--- config.mk ---
export PLATFORM = sky130hd
export DESIGN_NAME = alu_operand_stage
export DESIGN_NICKNAME = d
export VERILOG_FILES = /design/src/rtl/alu_operand_stage.sv
export SDC_FILE = /design/constraint.sdc
export NUM_CORES = 1
export LEC_CHECK = 0
export CAP_MARGIN = 25
export CORE_MARGIN = 8
export CORE_UTILIZATION = 44
export CTS_BUF_LIST = sky130_fd_sc_hd__clkbuf_4 sky130_fd_sc_hd__clkbuf_8
export DETAILED_ROUTE_END_ITERATION = 12
export HOLD_SLACK_MARGIN = 0.15
export PLACE_DENSITY = 0.95
export SYNTH_ARGS = -nofsm -noshare
export SYNTH_HDL_FRONTEND = slang
export SYNTH_SLANG_ARGS = --single-unit
--- constraint.sdc ---
create_clock -name CLK -period 9.95 [get_ports CLK]
set_input_delay 2.985 -clock CLK [delete_from_list [all_inputs] [get_ports CLK]]
set_output_delay 2.985 -clock CLK [all_outputs]
set_load 0.005 [all_outputs]
--- src/rtl/alu_operand_stage.sv ---
// ID/EX pipeline register feeding the ALU: operand capture, RAW forwarding and load-use stall.
// Optional macro ALU_OPSTAGE_FWD_EN enables forwarding; without it, RAW hazards stall until writeback.
`ifndef ALU_ADD
`define ALU_ADD 0
`endif

module alu_operand_stage #(
    parameter int DATA_W = 32,
    parameter int SEL_W  = 6,
    parameter int REG_AW = 5
) (
    input  logic              CLK,
    input  logic              RST,
    input  logic              id_valid,
    input  logic [SEL_W-1:0]  id_alusel,
    input  logic [REG_AW-1:0] id_rs1,
    input  logic [REG_AW-1:0] id_rs2,
    input  logic [DATA_W-1:0] id_rs1_data,
    input  logic [DATA_W-1:0] id_rs2_data,
    input  logic [DATA_W-1:0] id_imm,
    input  logic [DATA_W-1:0] id_pc,
    input  logic              id_srca_pc,
    input  logic              id_srcb_imm,
    input  logic [REG_AW-1:0] id_rd,
    input  logic              id_regwrite,
    input  logic              id_memread,
    input  logic [REG_AW-1:0] exm_rd,
    input  logic              exm_regwrite,
    input  logic [DATA_W-1:0] exm_result,
    input  logic [REG_AW-1:0] mwb_rd,
    input  logic              mwb_regwrite,
    input  logic [DATA_W-1:0] mwb_result,
    input  logic              flush,
    input  logic              hold,
    output logic              stall,
    output logic              ex_valid,
    output logic [SEL_W-1:0]  ALUctl,
    output logic [DATA_W-1:0] A,
    output logic [DATA_W-1:0] B,
    output logic [REG_AW-1:0] ex_rd,
    output logic              ex_regwrite,
    output logic              ex_memread,
    output logic [DATA_W-1:0] ex_store_data
);
    localparam logic [SEL_W-1:0] ADD_SEL = SEL_W'(`ALU_ADD);

    logic              valid_q, valid_d;
    logic              regwrite_q, regwrite_d;
    logic              memread_q, memread_d;
    logic [SEL_W-1:0]  alusel_q;
    logic [REG_AW-1:0] rs1_q, rs2_q, rd_q;
    logic [DATA_W-1:0] rs1_data_q, rs2_data_q, imm_q, pc_q;
    logic              srca_pc_q, srcb_imm_q;

    logic              ex_hit, lu, kill, load_en;
    logic [DATA_W-1:0] fwd_rs1, fwd_rs2;

    assign ex_hit = (rd_q != '0) & ((rd_q == id_rs1) | (rd_q == id_rs2));

`ifdef ALU_OPSTAGE_FWD_EN
    logic exm_ok, mwb_ok;

    assign lu = id_valid & valid_q & memread_q & ex_hit;

    assign exm_ok  = exm_regwrite & (exm_rd != '0);
    assign mwb_ok  = mwb_regwrite & (mwb_rd != '0);
    // EX/MEM is younger than MEM/WB, so it is checked first
    assign fwd_rs1 = (exm_ok && exm_rd == rs1_q) ? exm_result :
                     (mwb_ok && mwb_rd == rs1_q) ? mwb_result : rs1_data_q;
    assign fwd_rs2 = (exm_ok && exm_rd == rs2_q) ? exm_result :
                     (mwb_ok && mwb_rd == rs2_q) ? mwb_result : rs2_data_q;
`else
    logic exm_hit;
    logic unused_fwd;

    // Any in-flight producer blocks the consumer until the write-first RF supplies the value
    assign exm_hit = exm_regwrite & (exm_rd != '0) & ((exm_rd == id_rs1) | (exm_rd == id_rs2));
    assign lu      = id_valid & (((valid_q & memread_q) | regwrite_q) & ex_hit | exm_hit);

    assign fwd_rs1    = rs1_data_q;
    assign fwd_rs2    = rs2_data_q;
    assign unused_fwd = ^{mwb_rd, mwb_regwrite, mwb_result, exm_result, rs1_q, rs2_q};
`endif

    assign stall   = lu | hold;
    assign kill    = flush | (~hold & lu);
    assign load_en = ~flush & ~hold & ~lu;

    always_comb begin
        valid_d    = valid_q;
        regwrite_d = regwrite_q;
        memread_d  = memread_q;
        if (kill) begin
            valid_d    = 1'b0;
            regwrite_d = 1'b0;
            memread_d  = 1'b0;
        end else if (load_en) begin
            valid_d    = id_valid;
            regwrite_d = id_valid & id_regwrite;
            memread_d  = id_valid & id_memread;
        end
    end

    always_ff @(posedge CLK or posedge RST) begin
        if (RST) begin
            valid_q    <= 1'b0;
            regwrite_q <= 1'b0;
            memread_q  <= 1'b0;
        end else begin
            valid_q    <= valid_d;
            regwrite_q <= regwrite_d;
            memread_q  <= memread_d;
        end
    end

    // Data fields change only on a real load; bubbles and flushes leave them intact
    always_ff @(posedge CLK or posedge RST) begin
        if (RST) begin
            alusel_q   <= '0;
            rs1_q      <= '0;
            rs2_q      <= '0;
            rs1_data_q <= '0;
            rs2_data_q <= '0;
            imm_q      <= '0;
            pc_q       <= '0;
            srca_pc_q  <= 1'b0;
            srcb_imm_q <= 1'b0;
            rd_q       <= '0;
        end else if (load_en) begin
            alusel_q   <= id_alusel;
            rs1_q      <= id_rs1;
            rs2_q      <= id_rs2;
            rs1_data_q <= id_rs1_data;
            rs2_data_q <= id_rs2_data;
            imm_q      <= id_imm;
            pc_q       <= id_pc;
            srca_pc_q  <= id_srca_pc;
            srcb_imm_q <= id_srcb_imm;
            rd_q       <= id_rd;
        end
    end

    assign ex_valid      = valid_q;
    assign ALUctl        = valid_q ? alusel_q : ADD_SEL;
    assign A             = srca_pc_q ? pc_q : fwd_rs1;
    assign B             = srcb_imm_q ? imm_q : fwd_rs2;
    assign ex_store_data = fwd_rs2;
    assign ex_rd         = rd_q;
    assign ex_regwrite   = regwrite_q;
    assign ex_memread    = memread_q;

endmodule
==> impl_metrics.json, run 1 <==
{
  "layout_commonest_cell": "clkdlybuf4s50_1",
  "grt_use_total_pct": 19.58,
  "met1_usage_pct": 20.81,
  "dieHeight_um": 136.9,
  "cts_resized": 0,
  "r2r_slack_ns": 7.14,
  "cp_common_cell": "clkdlybuf4s50_1",
  "powerDensity_mw_per_mm2": 174.4,
  "seqCellArea_mm2": 0.003603,
  "clock-sinks": 144,
  "first_pass_iters": 4,
  "power.share.clock_pct": 28.2,
  "multi_input_area_mm2": 0.002671,
  "finish.instance_area_mm2": 0.009739,
  "grtUsageMet2_pct": 34.81,
  "critical_path_peak_fanout": 3,
  "synth-seq-cells": 144,
  "grt_busiest_layer": "met2",
  "fin_ws_ns": 2.007,
  "status": "complete, no violations",
  "min_period_ns": 7.943,
  "dp_hpwl_um": 13860,
  "drtIter0Drc": 152,
  "pwr-share-comb_pct": 28.8,
  "drt_wl_total_um": 18250,
  "holdCritPathClass": "reg2reg",
  "viasPerCell": 4.970,
  "grt_pass1_vias": 5178,
  "overflow": 0,
  "synth.cell_area_mm2": 0.006427,
  "tightest_slew_ns": 0.9923,
  "dp_slack_ns": 2.033,
  "hold_slack_ns": 0.4821,
  "fin_nets": 932,
  "drv_slew": 0,
  "p_leak_uw": 0.003961,
  "ant_nets": 0,
  "synthCells": 422,
  "critPathKind": "in2out",
  "crit_start": "exm_rd[1]",
  "vias": 4448,
  "fp.dieW_um": 136.9,
  "start_util_pct": 44.56,
  "start_kind": "input pin",
  "seq_area_frac_synth_pct": 56.06,
  "cp_slowest_cell": "or4_1",
  "worstSetupEndpointType": "output port",
  "rsz0062_at_grt": "no",
  "rr_startpoint": "ex_rd[1]$_DFFE_PP0P_",
  "critPathTopFamily": "buffers and inverters",
  "endpoint": "stall",
  "slew_headroom_pct": 33.85,
  "seqPwrFrac_pct": 43.0,
  "area_growth_pct": 51.53,
  "root_buffer": "clkbuf_8",
  "cts_max_level": 4,
  "switching_share_pct": 25.17,
  "fill_cells": 1012,
  "clk_pin_slew_ns": 0.07,
  "dpl-instance-area_mm2": 0.009298,
  "io_buffers": 274,
  "path_depth": 5,
  "fp-row-count": 44,
  "crit_required_ns": 6.97,
  "final_layout_size_suffix_gt1_share_pct": 26.58,
  "cp.arrival_ns": 4.96,
  "reg2reg_depth": 6,
  "grt_pass1_wl_um": 28100,
  "p_switching_uw": 427.6,
  "yosysWarnings": 0,
  "use_met3_pct": 6.388,
  "cp_cell_sequence": "clkdlybuf4s50_1 > or4_1 > o211ai_1 > o221ai_2 > clkdlybuf4s50_1",
  "final-hold-violation-count": 0,
  "maxCapViolations": 0,
  "cts_buffers": 17,
  "path_buf_inv": 2,
  "place.gp.congestion": 0.9332,
  "cts_setup_buffers": 0,
  "fin_skew_ns": 0.01080,
  "die-area_mm2": 0.01873,
  "clock.fmax_ghz": 0.1259,
  "hold_buffers": 0,
  "synth_cell_types": 21,
  "reg2reg_to": "ex_store_data[28]$_DFFE_PP0P_",
  "setup_tns_ns": 0,
  "fin_util_pct": 67.52,
  "avgSynthCellArea_um2": 15.23,
  "cts_tree": "yes",
  "syn-num-nets": 656,
  "fin_crit_sh_pct": 79.83,
  "max_stage_delay_ns": 0.54,
  "core-area_mm2": 0.01442,
  "peakVddDrop_mv": 0.1389,
  "grt_max_degree": 83,
  "clock_latency_ns": 0.43,
  "drcViolationCount": 0,
  "p_int_uw": 1271,
  "wire_per_inst_um": 20.39,
  "io_pins": 345,
  "most-common-layout-cells": "clkdlybuf4s50_1 (274), mux2_2 (148), dfrtp_1 (144)",
  "cts_buffer_depth": 2,
  "setup_violations": 0,
  "antenna_found_initial": 0,
  "n_antenna_cell": 0
}
power by group through the flow:
| stage | logic, µW | registers (µW) | clock network, µW |
|---|---|---|---|
| floorplan | 208 | 725 | 0 |
| global placement | 480 | 731 | 0 |
| detailed placement | 494 | 741 | 0 |
| CTS | 498 | 731 | 497 |
| global route | 523 | 742 | 523 |
| finish | 490 | 731 | 478 |
per-layer routing:
metal / share of wire [%] / wire length, µm / vias up
met5: 0 / 0 / -
met1: 37 / 6776 / 2217
met4: 2.7 / 499 / 0
met3: 7.3 / 1323 / 33
li1: - / - / 2049
met2: 53 / 9647 / 149
registers in the layout (all words and copies together), names as in the netlist:
name           count
ex_store_data     32
fwd_rs1           32
imm_q             32
pc_q              32
alusel_q           6
ex_rd              5
ex_memread         1
ex_regwrite        1
ex_valid           1
srca_pc_q          1
srcb_imm_q         1
per-stage QoR:
step / power [µW] / cells
finish: 1699 / 895
global route: 1788 / 895
CTS: 1726 / 894
detailed placement: 1235 / 862
global placement: 1211 / 862
floorplan: 932.9 / 422
Yosys cell counts:
cell type,count,area [µm²]
nor2_1,5,18.77
a32o_1,2,20.02
buf_4,1,7.510
clkbuf_1,8,30.03
inv_1,2,7.510
buf_6,6,67.56
xor2_1,20,175.2
mux2_1,57,641.9
nor3_1,4,20.02
dfrtp_1,144,3603
o211ai_1,2,15.01
or4_1,2,15.01
buf_2,8,40.04
nor2_4,1,11.26
o221ai_2,1,15.01
o2bb2ai_1,1,8.760
and2_1,6,37.54
nand2_1,1,3.750
a21o_1,1,7.510
a22oi_1,2,15.01
mux2_2,148,1667
worst register-to-register path: cells and delay by family (launching register included):
family / cells / cell delay (ns)
AO/OA/AOI/OAI: 2 / 0.35
buffers and inverters: 1 / 0.75
flip-flops: 1 / 0.45
multiplexers: 1 / 0.48
AND/OR/NAND/NOR: 2 / 0.66
area by class of cell:
cell class / count / area share, %
multi-input cells: 253 / 27.43
well taps: 184 / 2.364
flip-flops and latches: 144 / 37.00
clock buffers: 21 / 2.839
repair buffers: 280 / 28.83
clock inverters: 11 / 1.413
inverters: 2 / 0.1285
kinds of logic after synthesis:
group	Yosys count	share of synthesized area, %
AND/OR/NAND/NOR	19	1.655
multiplexers	205	35.92
buffers and inverters	25	2.375
flip-flops	144	56.06
XOR/XNOR	20	2.725
AO/OA/AOI/OAI	9	1.265
how the worst min path moves through the flow:
stage / slack, ns / end / start / cells past startpoint
floorplan: 0.45 / imm_q[0]$_DFFE_PP0P_ / imm_q[0]$_DFFE_PP0P_ / 1
global placement: 0.46 / pc_q[28]$_DFFE_PP0P_ / pc_q[28]$_DFFE_PP0P_ / 1
detailed placement: 0.47 / imm_q[21]$_DFFE_PP0P_ / imm_q[21]$_DFFE_PP0P_ / 1
CTS: 0.49 / imm_q[21]$_DFFE_PP0P_ / imm_q[21]$_DFFE_PP0P_ / 1
global route: 0.51 / imm_q[15]$_DFFE_PP0P_ / imm_q[15]$_DFFE_PP0P_ / 1
finish: 0.48 / imm_q[21]$_DFFE_PP0P_ / imm_q[21]$_DFFE_PP0P_ / 1
Note: power is estimated with default switching activity, not from simulation.
==> inputs of run 2 (changes only) <==
--- a/config.mk
+++ b/config.mk
@@ -7,11 +7,11 @@
 export LEC_CHECK = 0
 export CAP_MARGIN = 25
 export CORE_MARGIN = 8
-export CORE_UTILIZATION = 44
+export CORE_UTILIZATION = 37
 export CTS_BUF_LIST = sky130_fd_sc_hd__clkbuf_4 sky130_fd_sc_hd__clkbuf_8
 export DETAILED_ROUTE_END_ITERATION = 12
 export HOLD_SLACK_MARGIN = 0.15
-export PLACE_DENSITY = 0.95
+export PLACE_DENSITY = 0.88
 export SYNTH_ARGS = -nofsm -noshare
 export SYNTH_HDL_FRONTEND = slang
 export SYNTH_SLANG_ARGS = --single-unit
==> constraint.sdc (replaced) <==
create_clock -name CLK -period 6.97 [get_ports CLK]
set_input_delay 2.091 -clock CLK [delete_from_list [all_inputs] [get_ports CLK]]
set_output_delay 2.091 -clock CLK [all_outputs]
set_load 0.005 [all_outputs]
==> impl_metrics.json, run 2 (synthesized netlist as in run 1, its figures left out) <==
{
  "status": "complete, no violations",
  "tightest_slew_ns": 0.9494,
  "powerDensity_mw_per_mm2": 250.2,
  "fp.dieW_um": 147.8,
  "fin_nets": 932,
  "io_pins": 345,
  "crit_required_ns": 4.88,
  "rsz0062_at_grt": "no",
  "grt_max_degree": 103,
  "vias": 4437,
  "holdCritPathClass": "reg2reg",
  "critical_path_peak_fanout": 3,
  "clk_pin_slew_ns": 0.09,
  "cp.arrival_ns": 4.02,
  "drtIter0Drc": 163,
  "grt_use_total_pct": 16.23,
  "area_growth_pct": 52.70,
  "dp_hpwl_um": 13160,
  "start_kind": "input pin",
  "clock-sinks": 144,
  "peakVddDrop_mv": 0.1776,
  "critPathKind": "in2out",
  "grt_pass1_wl_um": 27980,
  "wire_per_inst_um": 18.90,
  "cts_tree": "yes",
  "worstSetupEndpointType": "output port",
  "cts_resized": 0,
  "io_buffers": 274,
  "cts_max_level": 4,
  "n_antenna_cell": 0,
  "place.gp.congestion": 0.8427,
  "dieHeight_um": 147.8,
  "cts_buffers": 17,
  "clock.fmax_ghz": 0.1636,
  "antenna_found_initial": 0,
  "fin_util_pct": 57.34,
  "core-area_mm2": 0.01712,
  "die-area_mm2": 0.02184,
  "min_period_ns": 6.111,
  "grt_pass1_vias": 5026,
  "root_buffer": "clkbuf_8",
  "cts_setup_buffers": 0,
  "drt_wl_total_um": 17690,
  "layout_commonest_cell": "clkdlybuf4s50_1",
  "fin_crit_sh_pct": 87.67,
  "slew_headroom_pct": 36.71,
  "most-common-layout-cells": "clkdlybuf4s50_1 (274), mux2_2 (148), dfrtp_1 (144)",
  "drcViolationCount": 0,
  "setup_violations": 0,
  "viasPerCell": 4.740,
  "clock_latency_ns": 0.43,
  "start_util_pct": 37.55,
  "first_pass_iters": 4,
  "drv_slew": 0,
  "hold_buffers": 0,
  "cts_buffer_depth": 2,
  "overflow": 0,
  "final-hold-violation-count": 0,
  "maxCapViolations": 0,
  "setup_tns_ns": 0,
  "fp-row-count": 48,
  "fin_skew_ns": 0.01155,
  "ant_nets": 0,
  "final_layout_size_suffix_gt1_share_pct": 26.58,
  "p_leak_uw": 0.003977
}
==> run 2: cell count changes in the layout (fill, tap and decap cells not counted), sizes merged <==
cell,delta
inv,+3
clkbuf,-2
clkinvlp,-2
bufinv,+1
==> run 2: report_power, final <==
| group | switching [µW] | internal, µW | total, µW |
|---|---|---|---|
| clock network | 320 | 405 | 726 |
| logic | 217 | 472 | 689 |
| registers | 76.9 | 963 | 1040 |
| total | 614 | 1840 | 2460 |
==> run 2: worst max-delay path, stage by stage <==
cell and delay, ns:
clkdlybuf4s50_1 0.47, or4_1 0.54, o211ai_1 0.26, o221ai_2 0.16, clkdlybuf4s50_1 0.49
==> run 2: routing by layer <==
metal  up-vias  track usage, %  part of all wire (%)
met1      2201           18.14                    40
met5         -               0                     0
met3        25           5.319                   6.8
li1       2066               -                     -
met4         0           7.139                   2.3
met2       145           27.80                    51
==> run 2: worst paths after layout <==
check,startpoint,end,slack (ns),depth (start not counted)
hold reg to reg,imm_q[9]$_DFFE_PP0P_,imm_q[9]$_DFFE_PP0P_,0.49,1
max in group asynchronous,RST,ex_memread$_DFFE_PP0P_,3.84,4
hold / removal,imm_q[9]$_DFFE_PP0P_,imm_q[9]$_DFFE_PP0P_,0.49,1
setup / recovery,exm_rd[1],stall,0.86,5
setup reg to reg,ex_rd[1]$_DFFE_PP0P_,ex_store_data[23]$_DFFE_PP0P_,4.22,6
min in group asynchronous,RST,fwd_rs1[21]$_DFFE_PP0P_,1.91,2
==> run 2: through the flow <==
stage          hold WS, ns  power [µW]  instance area (µm²)  instances  setup slack, ns
6_report            0.4873        2455                 9814        936           0.8592
5_1_grt             0.5064        2589                 9814        936           0.8315
4_1_cts             0.4907        2500                 9787        935           0.8659
3_5_place_dp        0.4708        1754                 9349        903           0.8717
3_3_place_gp        0.4613        1734                 9349        903           0.9173
2_1_floorplan       0.4522        1332                 6427        422            1.013
==> run 2: final cells by class <==
cell class	instances	area, µm²
Timing Repair Buffer	280	2808
Multi-Input combinational cell	253	2671
Clock inverter	13	182.7
Inverter	2	12.51
Clock buffer	19	255.2
Sequential cell	144	3603
Fill cell	1433	7302
Tap cell	225	281.5
==> inputs of run 3 (changes only) <==
--- a/config.mk
+++ b/config.mk
@@ -8,7 +8,7 @@
 export CAP_MARGIN = 25
 export CORE_MARGIN = 8
 export CORE_UTILIZATION = 37
-export CTS_BUF_LIST = sky130_fd_sc_hd__clkbuf_4 sky130_fd_sc_hd__clkbuf_8
+export CTS_BUF_LIST = sky130_fd_sc_hd__clkbuf_4
 export DETAILED_ROUTE_END_ITERATION = 12
 export HOLD_SLACK_MARGIN = 0.15
 export PLACE_DENSITY = 0.88
==> impl_metrics.json, run 3 (synthesized netlist as in run 1, its figures left out) <==
{
  "clock_latency_ns": 0.51,
  "status": "complete, no violations",
  "io_buffers": 274,
  "grt_max_degree": 103,
  "cts_tree": "yes",
  "powerDensity_mw_per_mm2": 239.5,
  "drt_wl_total_um": 17650,
  "cts_max_level": 4,
  "dp_hpwl_um": 13160,
  "clock-sinks": 144,
  "drv_slew": 0,
  "clk_pin_slew_ns": 0.13,
  "core-area_mm2": 0.01712,
  "hold_depth": 1,
  "top_layer_used": "met4",
  "final-hold-violation-count": 0,
  "layout_commonest_cell": "clkdlybuf4s50_1",
  "io_pins": 345,
  "cts_buffer_depth": 2,
  "fp.dieW_um": 147.8,
  "wire_per_inst_um": 18.83,
  "most-common-layout-cells": "clkdlybuf4s50_1 (274), mux2_2 (148), dfrtp_1 (144)",
  "p_leak_uw": 0.003927,
  "setup_tns_ns": 0,
  "met2_length_um": 9019,
  "setup_violations": 0,
  "drcViolationCount": 0,
  "start_kind": "input pin",
  "fin_nets": 932,
  "fin_crit_sh_pct": 87.67,
  "die-area_mm2": 0.02184,
  "peakVddDrop_mv": 0.1382,
  "clock.fmax_ghz": 0.1636,
  "worstHoldEndpoint": "imm_q[9]$_DFFE_PP0P_",
  "area_growth_pct": 50.92,
  "vias": 4443,
  "critical_path_peak_fanout": 3,
  "grt_pass1_vias": 5014,
  "antenna_found_initial": 1,
  "root_buffer": "clkbuf_4",
  "hold_start": "imm_q[9]$_DFFE_PP0P_",
  "fill_cells": 1457,
  "rr_startpoint": "ex_rd[1]$_DFFE_PP0P_",
  "hold_buffers": 0,
  "p_total_uw": 2324,
  "final_layout_size_suffix_gt1_share_pct": 26.44,
  "grt_use_total_pct": 16.21,
  "place.gp.congestion": 0.8427,
  "crit_required_ns": 4.88,
  "routedLengthMet1_um": 7051,
  "ant_nets": 0,
  "fin_skew_ns": 0.02237,
  "viasPerCell": 4.742,
  "tightest_slew_ns": 0.9461,
  "fin_util_pct": 56.67,
  "r2r_slack_ns": 4.22,
  "drtIter0Drc": 185,
  "critPathKind": "in2out",
  "reg2reg_to": "imm_q[31]$_DFFE_PP0P_",
  "grt_pass1_wl_um": 27920,
  "overflow": 0,
  "reg2reg_depth": 6,
  "first_pass_iters": 4,
  "cp.arrival_ns": 4.02,
  "dieHeight_um": 147.8,
  "cts_setup_buffers": 0,
  "cts_buffers": 17,
  "fp-row-count": 48,
  "rsz0062_at_grt": "no",
  "slew_headroom_pct": 36.93,
  "worstSetupEndpointType": "output port",
  "cts_resized": 0,
  "min_period_ns": 6.111,
  "maxCapViolations": 0,
  "wl_met3_um": 1181,
  "start_util_pct": 37.55,
  "holdCritPathClass": "reg2reg"
}
-- run 3: cell type report --
type                            count  area, µm²  share of cell area [%]
Antenna cell                        1      2.502                 0.02580
Clock buffer                       18      135.1                   1.393
Clock inverter                     14      186.4                   1.922
Inverter                            2      12.51                  0.1290
Multi-Input combinational cell    253       2671                   27.54
Sequential cell                   144       3603                   37.15
Tap cell                          225      281.5                   2.902
Timing Repair Buffer              280       2808                   28.94
-- run 3: worst max path at each step --
stage | from | end | slack, ns | depth (start not counted)
after global placement | exm_rd[1] | stall | 0.92 | 5
after floorplan | RST | alusel_q[0]$_DFFE_PP0P_ | 1.01 | 1
final | exm_rd[1] | stall | 0.86 | 5
after global routing | exm_rd[1] | stall | 0.83 | 5
after CTS | exm_rd[2] | stall | 0.87 | 5
after detailed placement | exm_rd[2] | stall | 0.87 | 5
-- run 3: layer usage --
metal  up-vias  track usage (%)
li1       2068                -
met1      2205            18.10
met2       147            27.75
met3        23            5.595
met4         0            6.680
met5         -                0
-- run 3: worst max-delay path, stage by stage --
cell	delay, ns
clkdlybuf4s50_1	0.47
or4_1	0.54
o211ai_1	0.26
o221ai_2	0.16
clkdlybuf4s50_1	0.49
-- run 3: stage by stage --
| stage | hold slack (ns) | setup WS (ns) | std cells | cell area [µm²] |
|---|---|---|---|---|
| global placement | 0.4613 | 0.9173 | 903 | 9349 |
| floorplan | 0.4522 | 1.013 | 422 | 6427 |
| global route | 0.5176 | 0.8315 | 937 | 9701 |
| finish | 0.4982 | 0.8592 | 937 | 9701 |
| detailed placement | 0.4708 | 0.8717 | 903 | 9349 |
| CTS | 0.5010 | 0.8659 | 935 | 9671 |
-- run 3: power by group --
part / total (µW) / switching, µW / internal (µW)
Sequential: 1040 / 76.7 / 963
Clock: 595 / 306 / 289
Combinational: 689 / 217 / 472
